===== config.mk =====
export PLATFORM = sky130hd
export DESIGN_NAME = pb_tdo_stage_flat
export DESIGN_NICKNAME = d
export VERILOG_FILES = /design/src/rtl/pb_jtag_pkg.sv /design/src/rtl/pb_tdo_stage_if.sv /design/src/rtl/pb_bypass_reg.sv /design/src/rtl/pb_tdo_stage.sv /design/src/flat_wrapper.sv
export SDC_FILE = /design/constraint.sdc
export NUM_CORES = 1
export LEC_CHECK = 0
export CORE_AREA = 2 2 39 41
export DETAILED_ROUTE_END_ITERATION = 8
export DIE_AREA = 0 0 41 43
export DONT_BUFFER_PORTS = 1
export GPL_ROUTABILITY_DRIVEN = 0
export PLACE_DENSITY = 0.46
export SLEW_MARGIN = 5
export SYNTH_ARGS = -nofsm -noshare
export SYNTH_HDL_FRONTEND = slang
export SYNTH_SLANG_ARGS = --single-unit

===== constraint.sdc =====
create_clock -name tck_i -period 1 [get_ports tck_i]
set_input_delay 0.2 -clock tck_i [delete_from_list [all_inputs] [get_ports tck_i]]
set_output_delay 0.2 -clock tck_i [all_outputs]
set_load 0.02 [all_outputs]

===== src/rtl/pb_jtag_pkg.sv =====
// rtl/pb_jtag_pkg.sv - shared JTAG selection constants and helpers
package pb_jtag_pkg;

  // Selection code that routes the internal bypass register to TDO
  localparam int SEL_BYPASS = 0;

  // Width of a selection code able to address num_dr channels plus bypass
  function automatic int sel_width(input int num_dr);
    return $clog2(num_dr + 1);
  endfunction

endpackage


===== src/rtl/pb_tdo_stage_if.sv =====
// rtl/pb_tdo_stage_if.sv - TAP-side signal bundle for the TDO output stage
interface pb_tdo_stage_if
  import pb_jtag_pkg::*;
#(
  parameter int NUM_DR = 4,
  parameter int SEL_W  = sel_width(NUM_DR)
) ();

  logic              tdi_i;
  logic              capture_dr_i;
  logic              shift_dr_i;
  logic              shift_ir_i;
  logic              update_ir_i;
  logic [SEL_W-1:0]  sel_i;
  logic              ir_tdo_i;
  logic [NUM_DR-1:0] dr_tdo_i;
  logic              tdo_o;
  logic              tdo_en_o;
  logic [SEL_W-1:0]  sel_q_o;
  logic              sel_err_o;

  // TAP controller / register side: drives state strobes and serial data
  modport master (
    output tdi_i, capture_dr_i, shift_dr_i, shift_ir_i, update_ir_i,
    output sel_i, ir_tdo_i, dr_tdo_i,
    input  tdo_o, tdo_en_o, sel_q_o, sel_err_o
  );

  // TDO stage side
  modport slave (
    input  tdi_i, capture_dr_i, shift_dr_i, shift_ir_i, update_ir_i,
    input  sel_i, ir_tdo_i, dr_tdo_i,
    output tdo_o, tdo_en_o, sel_q_o, sel_err_o
  );

endinterface


===== src/rtl/pb_bypass_reg.sv =====
// rtl/pb_bypass_reg.sv - single-bit JTAG bypass register
module pb_bypass_reg (
  input  logic tck_i,
  input  logic trst_ni,
  input  logic tdi_i,
  input  logic capture_i,
  input  logic shift_i,
  output logic q_o
);

  logic r_q;

  // Capture clears the bit and wins over shift; shift samples TDI
  always_ff @(posedge tck_i or negedge trst_ni) begin
    if (!trst_ni) begin
      r_q <= 1'b0;
    end else if (capture_i) begin
      r_q <= 1'b0;
    end else if (shift_i) begin
      r_q <= tdi_i;
    end
  end

  assign q_o = r_q;

endmodule


===== src/rtl/pb_tdo_stage.sv =====
// rtl/pb_tdo_stage.sv - TDO source select and negedge retiming stage
module pb_tdo_stage
  import pb_jtag_pkg::*;
#(
  parameter int NUM_DR = 4,
  parameter int SEL_W  = sel_width(NUM_DR)
) (
  input  logic          tck_i,
  input  logic          trst_ni,
  pb_tdo_stage_if.slave tap
);

  // Highest legal selection code, one bit wider so out-of-range codes compare cleanly
  localparam logic [SEL_W:0]   LP_SEL_MAX = (SEL_W+1)'(NUM_DR);
  localparam logic [SEL_W-1:0] LP_SEL_BYP = SEL_W'(SEL_BYPASS);

  logic [SEL_W-1:0] r_sel_q;
  logic             r_sel_err;
  logic             r_tdo;
  logic             r_tdo_en;

  logic w_sel_oor;
  logic w_byp_capture;
  logic w_byp_shift;
  logic w_byp_q;
  logic w_dr_bit;
  logic w_tdo_next;

  assign w_sel_oor = ({1'b0, tap.sel_i} > LP_SEL_MAX);

  // Latch the selection on Update-IR; illegal codes fall back to bypass and flag an error
  always_ff @(posedge tck_i or negedge trst_ni) begin
    if (!trst_ni) begin
      r_sel_q   <= LP_SEL_BYP;
      r_sel_err <= 1'b0;
    end else if (tap.update_ir_i) begin
      if (w_sel_oor) begin
        r_sel_q   <= LP_SEL_BYP;
        r_sel_err <= 1'b1;
      end else begin
        r_sel_q   <= tap.sel_i;
        r_sel_err <= 1'b0;
      end
    end
  end

  // Capture only matters while bypass is selected; shift always clocks the bypass bit
  assign w_byp_capture = tap.capture_dr_i & (r_sel_q == LP_SEL_BYP);
  assign w_byp_shift   = tap.shift_dr_i & ~tap.capture_dr_i;

  pb_bypass_reg u_bypass (
    .tck_i     (tck_i),
    .trst_ni   (trst_ni),
    .tdi_i     (tap.tdi_i),
    .capture_i (w_byp_capture),
    .shift_i   (w_byp_shift),
    .q_o       (w_byp_q)
  );

  // Pick the data-register channel addressed by the latched selection (code k -> channel k-1)
  always_comb begin
    w_dr_bit = 1'b0;
    for (int k = 0; k < NUM_DR; k++) begin
      if (r_sel_q == SEL_W'(k + 1)) begin
        w_dr_bit = tap.dr_tdo_i[k];
      end
    end
  end

  // Next TDO value: IR shift outranks DR shift; idle drives 0
  always_comb begin
    w_tdo_next = 1'b0;
    if (tap.shift_ir_i) begin
      w_tdo_next = tap.ir_tdo_i;
    end else if (tap.shift_dr_i) begin
      w_tdo_next = (r_sel_q == LP_SEL_BYP) ? w_byp_q : w_dr_bit;
    end
  end

  // Retime TDO and its enable on the falling edge so the pin never moves on a rising edge
  always_ff @(negedge tck_i or negedge trst_ni) begin
    if (!trst_ni) begin
      r_tdo    <= 1'b0;
      r_tdo_en <= 1'b0;
    end else begin
      r_tdo    <= w_tdo_next;
      r_tdo_en <= tap.shift_ir_i | tap.shift_dr_i;
    end
  end

  assign tap.tdo_o     = r_tdo;
  assign tap.tdo_en_o  = r_tdo_en;
  assign tap.sel_q_o   = r_sel_q;
  assign tap.sel_err_o = r_sel_err;

endmodule


===== src/flat_wrapper.sv =====
// flat-port wrapper written by rule: the top's interface ports become plain ports
module pb_tdo_stage_flat import pb_jtag_pkg::*;
#(
  parameter int NUM_DR = 4,
  parameter int SEL_W  = sel_width(NUM_DR)
)
  (tck_i, trst_ni, tap_tdi_i, tap_capture_dr_i, tap_shift_dr_i, tap_shift_ir_i, tap_update_ir_i, tap_sel_i, tap_ir_tdo_i, tap_dr_tdo_i, tap_tdo_o, tap_tdo_en_o, tap_sel_q_o, tap_sel_err_o);
  pb_tdo_stage_if #(.NUM_DR(NUM_DR), .SEL_W(SEL_W)) tap_i ();
  input  logic tck_i;
  input  logic trst_ni;
  input wire logic [$bits(tap_i.tdi_i)-1:0] tap_tdi_i;
  input wire logic [$bits(tap_i.capture_dr_i)-1:0] tap_capture_dr_i;
  input wire logic [$bits(tap_i.shift_dr_i)-1:0] tap_shift_dr_i;
  input wire logic [$bits(tap_i.shift_ir_i)-1:0] tap_shift_ir_i;
  input wire logic [$bits(tap_i.update_ir_i)-1:0] tap_update_ir_i;
  input wire logic [$bits(tap_i.sel_i)-1:0] tap_sel_i;
  input wire logic [$bits(tap_i.ir_tdo_i)-1:0] tap_ir_tdo_i;
  input wire logic [$bits(tap_i.dr_tdo_i)-1:0] tap_dr_tdo_i;
  output wire logic [$bits(tap_i.tdo_o)-1:0] tap_tdo_o;
  output wire logic [$bits(tap_i.tdo_en_o)-1:0] tap_tdo_en_o;
  output wire logic [$bits(tap_i.sel_q_o)-1:0] tap_sel_q_o;
  output wire logic [$bits(tap_i.sel_err_o)-1:0] tap_sel_err_o;
  assign tap_i.tdi_i = tap_tdi_i;
  assign tap_i.capture_dr_i = tap_capture_dr_i;
  assign tap_i.shift_dr_i = tap_shift_dr_i;
  assign tap_i.shift_ir_i = tap_shift_ir_i;
  assign tap_i.update_ir_i = tap_update_ir_i;
  assign tap_i.sel_i = tap_sel_i;
  assign tap_i.ir_tdo_i = tap_ir_tdo_i;
  assign tap_i.dr_tdo_i = tap_dr_tdo_i;
  assign tap_tdo_o = tap_i.tdo_o;
  assign tap_tdo_en_o = tap_i.tdo_en_o;
  assign tap_sel_q_o = tap_i.sel_q_o;
  assign tap_sel_err_o = tap_i.sel_err_o;
  pb_tdo_stage #(.NUM_DR(NUM_DR), .SEL_W(SEL_W)) u_core (.tck_i(tck_i), .trst_ni(trst_ni), .tap(tap_i));
endmodule

# --- Yosys cells after proc, flatten, opt, wreduce, memory -nomap -nowiden ---
# Cells that the tools add are included.
totals:
  regBits: 7
  output_inout_bits: 6
classes:
  order_cmp: 1
  eq_ne: 4
  mux: 11
  bitwise: 4
  n_reduce_logical: 2
ops:
  columns: ["operator", "count"]
  rows:
  - ["two-way mux 1 bit", 10]
  - ["== test 3 x 2 -> 1 bit (second input constant)", 2]
  - ["== test 3 x 1 -> 1 bit (second input constant)", 1]
  - ["== test 3 bit (second input constant)", 1]
  - ["greater-than comparator 3 bit (second input constant)", 1]
  - ["zero test 3 bit", 1]
  - ["two-way mux 3 bit", 1]
  - ["bitwise AND 1 bit", 2]
  - ["nonzero test 2 bit", 1]
  - ["NOT 1 bit", 1]
  - ["bitwise OR 1 bit", 1]

# --- Longest topological paths before layout ---
# Gate-level depths: netlist of the first run.
logic_depth:
  ltp_word: 8
  mapped_depth: 4
  ltp_nobuf: 4

# --- By module ---
# From an unflattened synthesis of the first run, not the netlist that was laid out.
hier_totals:
  cells_unflattened: 31
  hier_area_um2: 326.6
modules_own_cells:
  columns: ["module", "n_inst", "cells_per_inst", "area_per_inst_um2", "seq_area_each_um2"]
  rows:
  - ["pb_tdo_stage", 1, 28, 287.8, 150.1]
  - ["pb_bypass_reg", 1, 3, 38.8, 25.0]

==> reports/qor.log, run 1 <==
[power_and_ir_drop] Static Leak 0.185 nW
[synth] Seq/Total Area, Yosys 0.551
[clocking] clock transition at the registers of the reported paths 0.05 ns
[timing] worst clock skew 0.0119 ns
[placed_design] half-perimeter wire length of the detailed placement result 661 um
[layout] share of cells above drive strength 1 0.415
[setup_path] cell-by-cell listing of the critical path nor4_4, nor4b_1, a22o_1
[setup_path] path type of the worst setup path reg -> reg
[timing] unrepaired setup endpoints after global routing yes
[drt] Detailed Routing Iterations Pass 1 3
[setup_path] startpoint of the worst-slack reg-to-reg timing path u_core.tap.sel_q_o[2]
[global_route] GRT Overall Usage 0.117
[drt] Detailed Route WL 859 um
[clocking] H-tree depth reported by CTS 1
[timing] final slew viol count 0
[clocking] cell chosen for the clock root clkbuf_4
[setup_path] Crit path largest cell delay 0.42 ns
[synth] cell area after technology mapping 318 sq um
[floorplanning] die outline width 41 um
[clocking] # clock sinks 7
[timing] minimum setup slack in the final design -0.603 ns
[floorplanning] I/O pin count 21
[setup_path] CP required 0.61 ns
[synth] Post-Syn Instances 30
[outcome] failing checks negative setup slack
[floorplanning] total die area 1760 sq um
[layout] Filler Cells Inserted 146
[layout] Nets 57
[synth] synthesis warning total 0
[clocking] cts bufs inserted 3
[floorplanning] standard cell core area 1380 sq um
[clocking] CTS tree yes
[setup_path] data arrival time at the worst-slack endpoint 1.21 ns
[setup_path] Critical R2R Capture u_core.tap.tdo_o
[synth] net count after synthesis 45
[setup_path] worst reg2reg setup slack -0.60 ns
[drt] post-DR wirelength/cell 15.1 um
[floorplanning] number of core rows 14
[drt] overall via count from detail_route 279
[timing] Hold Violations, Final 0
[timing] headroom to the max-slew limit 0.816
[hold_path] classification of the worst-slack hold path in -> async
[setup_path] kind of start point of the critical path register
[drt] vias per std cell 4.89
[synth] average footprint of a synthesized cell 10.6 sq um
[floorplanning] initial cell density of the core 0.230
[layout] Synth-to-Final Area Change 45.7%
[drt] 1st-iter DRT viols 3
[global_route] number of antenna violations at the first check in global routing 0
[timing] slew at the pin closest to its max-slew limit 0.272 ns
[timing] setup violation total in the final timing report 7
[global_route] first-pass GRT wire length 1320 um
[setup_path] category of cells accounting for the largest share of critical-path delay flip-flops
[setup_path] CP endpoint kind register
[clocking] Clk Latency, worst-skew pair 0.26 ns
[synth] flops & latches, synth 7
[global_route] pin count of the biggest net entering global routing 8
[synth] library cells used by synthesis 18
[setup_path] worst r2r path cells 3
[global_route] global route overflow 0
[outcome] run status finished, violations left
[drt] remaining number of nets flagged by the antenna check after routing 0
[setup_path] slowest CP cell dfrtp_2
[placed_design] Post-Place Worst Slack -0.666 ns
[flow_run] Max-cap violations 0
[clocking] maximum buffer depth of the clock tree 2
[drt] DRC errors left 0
[placed_design] Port Buffer Count 0
[setup_path] Critical path buffers and inverters 0
[layout] fraction of the core area covered by cells at the end of the flow 0.335
[power_and_ir_drop] worst ir drop on vdd 366 uV
[layout] Antenna diodes 0
[floorplanning] die extent in y 43 um
[power_and_ir_drop] ratio of total power to cell area 1550 nW/um^2
[global_route] number of global-route vias before repair 327
[timing] Setup TNS -1.82 ns
[setup_path] Worst Path Max Fanout 2
==> placed cells by master, fill, tap and decap left out <==
| cell | n |
|---|---|
| a21oi_2 | 1 |
| a22o_1 | 1 |
| buf_4 | 3 |
| buf_6 | 3 |
| clkbuf_1 | 1 |
| clkbuf_4 | 3 |
| dfrtn_1 | 2 |
| dfrtp_1 | 2 |
| dfrtp_2 | 3 |
| dlygate4sd3_1 | 1 |
| inv_1 | 3 |
| inv_2 | 1 |
| mux2i_1 | 2 |
| nand2_1 | 1 |
| nand3b_1 | 2 |
| nor2_1 | 1 |
| nor3_1 | 1 |
| nor4_4 | 1 |
| nor4b_1 | 1 |
| o21ai_0 | 2 |
| o21ai_1 | 1 |
| o22ai_1 | 2 |
| o311ai_2 | 1 |
| o32ai_1 | 1 |
| or2_4 | 1 |
==> where the power goes <==
| part | switching (mW) | internal, mW |
|---|---|---|
| Clock | 0.102 | 0.152 |
| Combinational | 0.0519 | 0.0648 |
| Sequential | 0.0386 | 0.309 |
| Total | 0.192 | 0.526 |
==> logic make-up (layout without fill, tap and decap cells) <==
group | count (synthesis) | count (layout) | share of synthesized area
and+or+nand+nor | 8 | 8 | 0.154
buffers and inverters | 4 | 15 | 0.0472
DFF | 7 | 7 | 0.551
AOI/OAI and AO/OA | 9 | 9 | 0.185
muxes | 2 | 2 | 0.0630
==> metrics by stage <==
step / cell area [sq um] / power (mW) / hold slack [ns] / std cells
after global routing: 463 / 0.771 / 0.00146 / 57
after CTS: 443 / 0.720 / 0.0144 / 57
after floorplan: 324 / 0.397 / -0.0956 / 30
after detailed placement: 382 / 0.434 / -0.0954 / 51
final: 463 / 0.718 / 0.0232 / 57
after global placement: 382 / 0.429 / -0.0954 / 51
==> how the worst max path moves through the flow <==
stage	startpoint	slack, ns	to	depth (start not counted)
floorplan	u_core.tap.sel_q_o[0]	-0.62	u_core.tap.tdo_o	3
global placement	u_core.u_bypass.q_o	-0.56	u_core.tap.tdo_o	3
detailed placement	u_core.u_bypass.q_o	-0.67	u_core.tap.tdo_o	3
CTS	u_core.tap.sel_q_o[2]	-0.61	u_core.tap.tdo_o	3
global route	u_core.tap.sel_q_o[0]	-0.65	u_core.tap.tdo_o	3
finish	u_core.tap.sel_q_o[2]	-0.60	u_core.tap.tdo_o	3
==> final cells by class <==
cell class / count / area, sq um / share of cell area
timing repair buffer: 7 / 66.3 / 0.143
multi-input combinational: 19 / 156 / 0.338
inverter: 4 / 15.0 / 0.0324
sequential: 7 / 179 / 0.386
tap: 16 / 20.0 / 0.0432
clock buffer: 4 / 26.3 / 0.0568
==> flip-flops by register name, indices dropped and copies added, names as in the netlist <==
signal                count
u_core.tap.tdo_o          1
u_core.tap.sel_q_o        3
u_core.u_bypass.q_o       1
u_core.tap.sel_err_o      1
u_core.tap.tdo_en_o       1
==> synth_stat cells <==
cell type	instances	share of area
a22o_1	1	0.028
nand2_1	1	0.012
nor3_1	1	0.016
o22ai_1	2	0.039
inv_1	3	0.035
a21oi_1	1	0.016
o311ai_0	1	0.028
o32ai_1	1	0.028
dfrtp_1	5	0.39
nor4b_1	1	0.028
mux2i_1	2	0.063
o21ai_0	3	0.047
nand3b_1	2	0.047
or2_2	1	0.020
inv_2	1	0.012
dfrtn_1	2	0.16
nor4_1	1	0.020
nor2_1	1	0.012
==> routing by layer <==
layer | global-route usage | share of wire
met4 | 0.0800 | 0.0070
met3 | 0.0471 | 0.13
met5 | 0 | 0
met1 | 0.133 | 0.37
met2 | 0.169 | 0.49
==> timing repair <==
action,CTS,global route
resized for setup,6,3
hold endpoints to repair,5,0
setup endpoints to repair,7,7
buffers inserted,1,0
hold buffers,1,0
pin swaps,3,0
(Power assumes the default switching activity.)
==> run 2: changes to the inputs <==
Settings changed: TNS_END_PERCENT set to 5.
==> reports/qor.log, run 2 (synthesis gave the netlist of run 1 again) <==
[hold_path] hold_sp tap_update_ir_i
[drt] remaining number of nets flagged by the antenna check after routing 0 [unchanged]
[drt] met2 wire len 409 um [was 418 um]
[clocking] post-CTS setup repair buffer count 0 [was 1]
[drt] DRC errors left 0 [unchanged]
[setup_path] path type of the worst setup path reg -> reg [unchanged]
[drt] Detailed Route WL 790 um [was 859 um]
[clocking] cell chosen for the clock root clkbuf_4 [unchanged]
[power_and_ir_drop] Static Leak 0.193 nW [was 0.185 nW]
[global_route] number of antenna violations at the first check in global routing 0 [unchanged]
[global_route] first-pass GRT wire length 1210 um [was 1320 um]
[flow_run] Max-cap violations 0 [unchanged]
[timing] setup violation total in the final timing report 7 [unchanged]
[clocking] # clock sinks 7 [unchanged]
[power_and_ir_drop] worst ir drop on vdd 606 uV [was 366 uV]
[timing] unrepaired setup endpoints after global routing yes [unchanged]
[setup_path] startpoint of the worst-slack reg-to-reg timing path u_core.tap.sel_q_o[2] [unchanged]
[clocking] clock transition at the registers of the reported paths 0.06 ns [was 0.05 ns]
[drt] overall via count from detail_route 292 [was 279]
[clocking] maximum buffer depth of the clock tree 2 [unchanged]
[setup_path] CP endpoint kind register [unchanged]
[drt] 1st-iter DRT viols 0 [was 3]
[setup_path] CP required 0.61 ns [about the same]
[drt] Detailed Routing Iterations Pass 1 1 [was 3]
[drt] post-DR wirelength/cell 13.4 um [was 15.1 um]
[layout] most common cell after layout, fill and taps aside buf_4
[setup_path] Worst Path Max Fanout 3 [was 2]
[clocking] cts bufs inserted 3 [unchanged]
[layout] count of non-filler cells in the finished layout 59 [was 57]
[placed_design] Post-Place Worst Slack -0.599 ns [was -0.666 ns]
[floorplanning] die outline width 41 um [unchanged]
[drt] Max Used Layer met3 [was met4]
[power_and_ir_drop] Final Total Pwr 0.723 mW [was 0.718 mW]
[outcome] run status finished, violations left [unchanged]
[setup_path] kind of start point of the critical path register [unchanged]
[placed_design] half-perimeter wire length of the detailed placement result 629 um [was 661 um]
[timing] Hold Violations, Final 0 [unchanged]
[global_route] pin count of the biggest net entering global routing 8 [unchanged]
[timing] WHS 0.0242 ns [was 0.0232 ns]
[floorplanning] total die area 1760 sq um [unchanged]
[outcome] failing checks negative setup slack [unchanged]
[layout] share of cells above drive strength 1 0.419 [was 0.415]
[placed_design] Port Buffer Count 0 [unchanged]
[timing] headroom to the max-slew limit 0.834 [was 0.816]
[setup_path] start point of the critical path u_core.tap.sel_q_o[2] [unchanged]
[clocking] CTS tree yes [unchanged]
[floorplanning] die extent in y 43 um [unchanged]
[global_route] global route overflow 0 [unchanged]
[timing] worst clock skew 0.0137 ns [was 0.0119 ns]
[power_and_ir_drop] ratio of total power to cell area 1560 nW/um^2 [was 1550 nW/um^2]
[layout] Synth-to-Final Area Change 45.7% [unchanged]
[layout] number of flip-flops in the largest register 3 [unchanged]
[floorplanning] standard cell core area 1380 sq um [unchanged]
[placed_design] number of cells in the design after placement 53 [was 51]
[timing] final slew viol count 0 [unchanged]
[global_route] number of global-route vias before repair 298 [was 327]
[floorplanning] initial cell density of the core 0.230 [unchanged]
[layout] most used cells in the layout excluding fill and tap cells buf_4, inv_1, clkbuf_4, dfrtp_2 [was inv_1, clkbuf_4, buf_6, buf_4, dfrtp_2]
[layout] Nets 59 [was 57]
[layout] Antenna diodes 0 [unchanged]
[drt] vias per std cell 4.95 [was 4.89]
[setup_path] data arrival time at the worst-slack endpoint 1.17 ns [was 1.21 ns]
[layout] fraction of the core area covered by cells at the end of the flow 0.335 [unchanged]
[floorplanning] I/O pin count 21 [unchanged]
[clocking] Clk Latency, worst-skew pair 0.26 ns [about the same]
[drt] met1 routed wirelength after detailed routing 285 um [was 318 um]
[timing] minimum setup slack in the final design -0.557 ns [was -0.603 ns]
[global_route] GRT Overall Usage 0.109 [was 0.117]
[floorplanning] number of core rows 14 [unchanged]
[timing] slew at the pin closest to its max-slew limit 0.246 ns [was 0.272 ns]
[hold_path] classification of the worst-slack hold path in -> reg [was in -> async]
[drt] detailed route wirelength on metal3 95 um [was 115 um]
[clocking] H-tree depth reported by CTS 1 [unchanged]
-- run 2: changes by cell type in the layout (fill, tap and decap cells not counted), sizes merged --
cell         delta
clkbuf          -1
clkinv          +1
buf             +1
dlygate4sd3     +1
-- run 2: critical path, cell delays in order (launching register included) --
cell	delay [ns]
dfrtp_2	0.42
nor4_2	0.24
nor4b_1	0.08
a22o_1	0.18
-- run 2: timing repair --
action | in CTS | in global routing
endpoints found under the setup margin | 7 | 7
hold buffers | 1 | 1
resized for setup | 5 | 1
hold endpoints to repair | 5 | 2
pin swaps | 2 | 0
-- run 2: stage by stage --
stage | instance area, sq um | setup TNS, ns
2_1_floorplan | 322 | -1.10
3_3_place_gp | 394 | -1.21
3_5_place_dp | 394 | -1.22
4_1_cts | 445 | -1.74
5_1_grt | 463 | -1.97
6_report | 463 | -1.65
-- run 2: worst paths after layout --
path	end	slack, ns	cells after the start
hold reg to reg	u_core.tap.sel_err_o	0.65	2
min in group asynchronous	u_core.tap.sel_err_o	0.25	1
setup reg to reg	u_core.tap.tdo_o	-0.56	3
setup / recovery	u_core.tap.tdo_o	-0.56	3
hold / removal	u_core.tap.sel_q_o[2]	0.02	1
max in group asynchronous	u_core.tap.tdo_o	0.30	1
-- run 2: routing by layer --
metal | up-vias | global-route usage
li1 | 136 | -
met3 | 0 | 0.0524
met2 | 13 | 0.150
met4 | 0 | 0.100
met5 | - | 0
met1 | 143 | 0.114
-- run 2: power breakdown --
group,internal (mW),leakage (nW),switching (mW)
clock network,0.147,0.0177,0.118
registers,0.309,0.0835,0.0333
logic,0.0663,0.0920,0.0506
total,0.522,0.193,0.201
-- run 2: cell type report --
class | count | area, sq um
clock buffer | 3 | 22.5
timing repair buffer | 9 | 80.1
multi-input combinational | 19 | 141
fill | 149 | 921
inverter | 4 | 15.0
clock inverter | 1 | 5.00
sequential | 7 | 179
tap | 16 | 20.0
